### src/rtl/keypad_scanner.sv
// 4x4 matrix keypad scanner: column-multiplexed sampling, whole-frame debounce,
// and a single-entry key register with ack/overrun handshake.
module keypad_scanner #(
  parameter int unsigned SCAN_DIV        = 100000,
  parameter int unsigned DEBOUNCE_FRAMES = 4
) (
  input  logic        clock,
  input  logic        reset_n,
  output logic [3:0]  col,
  input  logic [3:0]  row,
  output logic [31:0] key_code,
  output logic        key_valid,
  input  logic        key_ack,
  output logic        overrun
);

  localparam int unsigned DIV_W = (SCAN_DIV > 1) ? $clog2(SCAN_DIV) : 1;
  localparam int unsigned CNT_W = (DEBOUNCE_FRAMES > 1) ? $clog2(DEBOUNCE_FRAMES + 1) : 1;

  typedef enum logic [1:0] {
    IDLE,
    PRESS_DB,
    HELD,
    RELEASE_DB
  } state_e;

  state_e           state_q, state_d;
  logic [DIV_W-1:0] div_q, div_d;
  logic [3:0]       col_q, col_d;
  logic [1:0]       col_idx_q, col_idx_d;
  logic [1:0]       hits_q, hits_d;
  logic [3:0]       idx_q, idx_d;
  logic [CNT_W-1:0] cnt_q, cnt_d;
  logic [3:0]       cand_q, cand_d;
  logic [3:0]       key_code_q, key_code_d;
  logic             key_valid_q, key_valid_d;
  logic             overrun_q, overrun_d;

  logic             tick, frame_done, accept;
  logic [2:0]       samp_cnt, acc_sum;
  logic [1:0]       samp_row;
  logic [3:0]       idx_new, f_key;
  logic             f_none, f_single;
  logic [CNT_W-1:0] cnt_inc;

  function automatic logic [3:0] key_of(input logic [3:0] idx);
    logic [3:0] k;
    case (idx)
      4'd0:  k = 4'h1;
      4'd1:  k = 4'h4;
      4'd2:  k = 4'h7;
      4'd3:  k = 4'h0;
      4'd4:  k = 4'h2;
      4'd5:  k = 4'h5;
      4'd6:  k = 4'h8;
      4'd7:  k = 4'hF;
      4'd8:  k = 4'h3;
      4'd9:  k = 4'h6;
      4'd10: k = 4'h9;
      4'd11: k = 4'hE;
      4'd12: k = 4'hA;
      4'd13: k = 4'hB;
      4'd14: k = 4'hC;
      default: k = 4'hD;
    endcase
    return k;
  endfunction

  assign tick       = (div_q == DIV_W'(SCAN_DIV - 1));
  assign frame_done = tick && (col_idx_q == 2'd3);

  // Frame accumulator: saturating count of low samples (2 means MULTI) plus
  // the position of the only low sample seen so far.
  always_comb begin
    samp_cnt = '0;
    samp_row = '0;
    for (int unsigned r = 0; r < 4; r++) begin
      if (!row[r]) begin
        samp_cnt = samp_cnt + 3'd1;
        samp_row = 2'(r);
      end
    end
    acc_sum  = {1'b0, hits_q} + samp_cnt;
    idx_new  = (hits_q != 2'd0) ? idx_q : {col_idx_q, samp_row};
    f_none   = (acc_sum == 3'd0);
    f_single = (acc_sum == 3'd1);
    f_key    = key_of(idx_new);
  end

  always_comb begin
    div_d     = tick ? '0 : div_q + DIV_W'(1);
    col_d     = col_q;
    col_idx_d = col_idx_q;
    hits_d    = hits_q;
    idx_d     = idx_q;
    if (tick) begin
      col_d     = {col_q[2:0], col_q[3]};
      col_idx_d = col_idx_q + 2'd1;
      if (frame_done) begin
        hits_d = '0;
        idx_d  = '0;
      end else begin
        hits_d = (acc_sum >= 3'd2) ? 2'd2 : acc_sum[1:0];
        idx_d  = idx_new;
      end
    end
  end

  always_comb begin
    state_d = state_q;
    cnt_d   = cnt_q;
    cand_d  = cand_q;
    accept  = 1'b0;
    cnt_inc = cnt_q + CNT_W'(1);
    if (frame_done) begin
      case (state_q)
        IDLE: begin
          if (f_single) begin
            cand_d = f_key;
            cnt_d  = CNT_W'(1);
            if (DEBOUNCE_FRAMES <= 1) begin
              accept  = 1'b1;
              state_d = HELD;
            end else begin
              state_d = PRESS_DB;
            end
          end
        end
        PRESS_DB: begin
          if (f_single && (f_key == cand_q)) begin
            cnt_d = cnt_inc;
            if (cnt_inc >= CNT_W'(DEBOUNCE_FRAMES)) begin
              accept  = 1'b1;
              state_d = HELD;
            end
          end else if (f_single) begin
            cand_d = f_key;
            cnt_d  = CNT_W'(1);
          end else begin
            cnt_d   = '0;
            state_d = IDLE;
          end
        end
        HELD: begin
          if (f_none) begin
            cnt_d   = CNT_W'(1);
            state_d = (DEBOUNCE_FRAMES <= 1) ? IDLE : RELEASE_DB;
          end
        end
        RELEASE_DB: begin
          if (f_none) begin
            cnt_d = cnt_inc;
            if (cnt_inc >= CNT_W'(DEBOUNCE_FRAMES)) begin
              state_d = IDLE;
            end
          end else begin
            state_d = HELD;
          end
        end
        default: state_d = IDLE;
      endcase
    end
  end

  // An accept wins over a same-cycle ack; overrun only when the old key was never taken.
  always_comb begin
    key_code_d  = key_code_q;
    key_valid_d = key_valid_q;
    overrun_d   = overrun_q;
    if (accept) begin
      key_code_d  = f_key;
      key_valid_d = 1'b1;
      overrun_d   = key_valid_q && !key_ack;
    end else if (key_valid_q && key_ack) begin
      key_valid_d = 1'b0;
      overrun_d   = 1'b0;
    end
  end

  always_ff @(posedge clock or negedge reset_n) begin
    if (!reset_n) begin
      state_q     <= IDLE;
      div_q       <= '0;
      col_q       <= 4'b1110;
      col_idx_q   <= '0;
      hits_q      <= '0;
      idx_q       <= '0;
      cnt_q       <= '0;
      cand_q      <= '0;
      key_code_q  <= '0;
      key_valid_q <= 1'b0;
      overrun_q   <= 1'b0;
    end else begin
      state_q     <= state_d;
      div_q       <= div_d;
      col_q       <= col_d;
      col_idx_q   <= col_idx_d;
      hits_q      <= hits_d;
      idx_q       <= idx_d;
      cnt_q       <= cnt_d;
      cand_q      <= cand_d;
      key_code_q  <= key_code_d;
      key_valid_q <= key_valid_d;
      overrun_q   <= overrun_d;
    end
  end

  assign col       = col_q;
  assign key_code  = {28'd0, key_code_q};
  assign key_valid = key_valid_q;
  assign overrun   = overrun_q;

endmodule

### config.mk
export PLATFORM = sky130hd
export DESIGN_NAME = keypad_scanner
export DESIGN_NICKNAME = d
export VERILOG_FILES = /design/src/rtl/keypad_scanner.sv
export SDC_FILE = /design/constraint.sdc
export NUM_CORES = 1
export LEC_CHECK = 0
export BUFFER_PORTS_ARGS = -buffer_cell sky130_fd_sc_hd__buf_4
export CAP_MARGIN = 20
export CELL_PAD_IN_SITES_DETAIL_PLACEMENT = 1
export CELL_PAD_IN_SITES_GLOBAL_PLACEMENT = 1
export CORE_MARGIN = 3
export CORE_UTILIZATION = 40
export DETAILED_ROUTE_END_ITERATION = 10
export GPL_ROUTABILITY_DRIVEN = 1
export PLACE_DENSITY_LB_ADDON = 0.1
export SKIP_LAST_GASP = 1
export SLEW_MARGIN = 10
export SYNTH_ARGS = -nofsm -noshare
export SYNTH_HDL_FRONTEND = slang
export SYNTH_SLANG_ARGS = --single-unit
### constraint.sdc
create_clock -name clock -period 3.3 [get_ports clock]
set_input_delay 0.165 -clock clock [delete_from_list [all_inputs] [get_ports clock]]
set_output_delay 0.165 -clock clock [all_outputs]
set_load 0.02 [all_outputs]
==> key figures <==
Place
  • Number of instances in the placed design: 405
  • DP HPWL: 4500 um
  • RePlAce Congestion: 0.825
  • Count of buffers from port buffering: 16

Synthesis
  • Synthesized instance count: 287
  • Cell taking the most area after synthesis: dfrtp_1
  • Cell types with the largest area share after synthesis: dfrtp_1 36%, buf_4 7.4%, nand2_1 5.4%
  • Async SR Flop Fraction: 1.00
  • Register area share after synthesis: 0.391
  • Post-Synthesis Cell Area: 2830 sq um
  • Yosys warning count: 0
  • Area fraction of the dominant cell type after synthesis: 0.363
  • Seq cells post-synth: 44
  • Number of flops mapped to enable cells by yosys: 0
  • Mapped Avg Cell Area: 9.84 sq um
  • Distinct cell type count after synthesis: 59
  • Primary FF master, synth: dfrtp_1

STA
  • Final number of setup-violating endpoints: 0
  • Relative slew margins: 0.613
  • Setup TNS: 0 ns
  • Minimum clock period: 3.11 ns
  • Final worst-path cycle share: 0.944
  • Max-slew violations: 0
  • Slew at the pin closest to its max-slew limit: 0.579 ns
  • Hold Violations, Final: 0
  • Setup repair after global routing missed its margin: false
  • Highest achievable clock rate: 0.321 GHz
  • Clock skew: 0.00748 ns

Worst setup path
  • Maximum cell stage delay along the critical path: 0.60 ns
  • Critical path arrival: 3.30 ns
  • Startpoint type of the worst setup path: flop
  • Reg2Reg Depth: 9
  • Ordered list of cells on the worst path: or2_1 > o21ai_4 > inv_2 > ha_1 > o221ai_2 > xor2_1 > or4_4 > o311a_4 > mux2_4
  • Startpoint of the lowest-slack register-to-register path: hits_q[1]
  • Worst endpoint required time: 3.49 ns
  • Type of the worst setup path: reg2reg
  • Kind of end point of the critical path: flop
  • Cell family contributing the most delay on the critical path: simple AND/OR/NAND/NOR gates
  • Worst setup slack for register-to-register paths: 0.19 ns
  • R2r endpoint: cand_q[0]
  • Critical-path top delay cell: or4_4
  • Cell count along the critical path: 9
  • Maximum fanout count along the critical path: 7
  • Worst path buffer plus inverter count: 1

Routing
  • Count of vias placed by the detailed router: 2006
  • M1 wire length: 2850 um
  • Post-detailed-routing wire length: 5970 um
  • Post-DR vias/cell: 4.85
  • Post-route antenna net violation count: 0
  • Routed wl met3: 179 um
  • First DRT Iteration DRCs: 34
  • Wire length on met2: 2880 um
  • Count of unresolved DRC violations after routing: 0
  • Avg WL per Cell: 14.4 um
  • Number of detailed-routing iterations run before antenna repair: 4
  • Top layer in use: met4

Die
  • Total core area: 6830 sq um
  • Die boundary width: 90.0 um
  • Starting Density: 0.414
  • Number of top-level pins: 45
  • Total die area: 8110 sq um
  • Number of placement rows: 30
  • Die H: 90.0 um

GRT
  • Number of global-route vias before repair: 2107
  • Global route total overflow: 0
  • Number of antenna violations at the first check in global routing: 0
  • GRT Overall Usage: 0.155
  • Maximum number of pins on one net before global-route repair: 45
  • Global-route wire length before repair: 10300 um

Power and ir drop
  • Pwr Density: 337 nW/um^2
  • Leakage power of the design: 1.56 nW
  • Maximum ir drop on the vdd rail: 0.000194 V

Cells and area
  • Area overhead of the layout relative to synthesis: 10.7%
  • Ratio of cells with drive above 1 in the final layout: 0.186
  • Total of fill cells in the finished design: 806
  • N_diodes: 0
  • Fin util: 0.458
  • Final cell count without fillers: 414
  • Sequential cell area in the final layout: 1100 sq um
  • Final Net Count: 334
  • Area of the multi-input gates: 1520 sq um

Clock network
  • Deepest clock path buffer count: 2
  • Reg clk slew, reported paths: 0.09 ns
  • Maximum level of the CTS H-tree: 2
  • CTS tree: yes
  • Clock network latency to the later pin of the worst-skew pair: 0.30 ns
  • CTS sink count: 44
  • Cell at the root of the clock tree: clkbuf_8
  • Buffers inserted by post-CTS timing repair: 0
  • Num CTS Buffers: 5

Job
  • Maximum Capacitance Violations: 0

Hold path
  • Hold path startpoint: key_ack
  • Hold endpoint: overrun
  • Class of the most critical hold timing path: in2reg
  • Worst hold stages: 3

Run status
  • Status: finished clean
-- how the worst max path moves through the flow --
stage                     startpoint   endpoint  slack (ns)
after global routing       hits_q[1]  cand_q[0]        0.05
after global placement        row[0]  cand_q[3]        0.04
after floorplan               row[0]  cand_q[0]        0.09
after CTS                  hits_q[1]  cand_q[0]        0.16
final                      hits_q[1]  cand_q[0]        0.19
after detailed placement      row[0]  cand_q[0]       -0.06
-- metrics by stage --
| stage | hold slack [ns] | setup WS [ns] | total power [mW] | instance area (sq um) |
|---|---|---|---|---|
| after floorplan | -0.131 | 0.0876 | 0.683 | 2930 |
| after global placement | 0.217 | 0.0405 | 0.704 | 3020 |
| after detailed placement | 0.218 | -0.0605 | 0.705 | 3020 |
| after CTS | 0.148 | 0.163 | 1.07 | 3130 |
| after global routing | 0.156 | 0.0529 | 1.11 | 3130 |
| final | 0.156 | 0.185 | 1.05 | 3130 |
-- kinds of logic (layout without fill, tap and decap cells) --
logic type | after synthesis | count (layout) | share of synthesized area
compound gates | 40 | 40 | 0.112
xor+xnor | 28 | 28 | 0.0917
fa+ha+maj | 10 | 10 | 0.0469
buf+inv | 45 | 49 | 0.108
flops | 44 | 44 | 0.391
mux | 15 | 15 | 0.0593
other cells | 1 | 28 | 0.00133
simple gates | 104 | 104 | 0.190
-- sequential cells by signal (all words and copies together) (netlist names) --
register / cells
col: 4
state_q: 2
cand_q: 4
cnt_q: 3
div_q: 17
idx_q: 4
hits_q: 2
col_idx_q: 2
key_valid: 1
overrun: 1
key_code_q: 4
-- power breakdown --
part | leakage [nW] | switching [mW] | total (mW) | internal (mW)
combinational | 0.948 | 0.0994 | 0.152 | 0.0522
clock | 0.0510 | 0.192 | 0.359 | 0.167
sequential | 0.558 | 0.00253 | 0.543 | 0.541
total | 1.56 | 0.294 | 1.05 | 0.761
-- cell usage in the layout (no fill, tap or decap), types with 4 or more instances in the layout --
cell      netlist  final
nand3_1        11     10
nand2_1        41     41
a21oi_1         5      5
nand4_1         4      4
inv_1           8      8
clkbuf_8        0      6
o31ai_1         8      8
dfrtp_1        41     41
nor2_1         15     15
and3_1          5      5
nor3_1          4      4
buf_4          28     30
conb_1          1     28
xnor2_1        12     12
xor2_1         15     15
mux2i_1         7      7
ha_1            9      9
o21ai_0         8      8
-- cell usage after synthesis, drive strengths merged, types with 3 or more instances --
cell type,instances
a21oi,6
and2,3
and3,5
buf,31
clkbuf,4
dfrtp,41
dfstp,3
ha,9
inv,9
mux2,8
mux2i,7
nand2,41
nand3,11
nand4,4
nor2,15
nor3,5
o21ai,12
o31ai,9
or3,3
or4,4
xnor2,12
xor2,15
-- repair_timing --
| item | 4_1_cts | 5_1_grt |
|---|---|---|
| hold buffers | 1 | 0 |
| gates resized for setup | 0 | 0 |
| endpoints found under the hold margin | 41 | 0 |
-- metal layers --
layer	track usage	up-vias
met1	0.210	974
met5	0	-
met3	0.0326	5
li1	-	994
met2	0.255	33
met4	0.0370	0
-- worst reg2reg max path, delay by kind of cell, from the launching register on --
kind                       cells  cell delay [ns]
muxes                          1             0.31
DFF                            1             0.38
buffers and inverters          1             0.07
xor gates and xnor gates       1             0.11
AOI/OAI and AO/OA              3             0.85
adders and majority gates      1             0.33
and+or+nand+nor                2             0.97
-- final cells by class --
type,count,share of cell area
multi-input combinational,225,0.487
sequential,44,0.353
timing repair buffer,31,0.0752
tap,96,0.0384
clock buffer,6,0.0264
inverter,10,0.0164
clock inverter,2,0.00320
No activity file was read; power rests on OpenSTA's default activity.
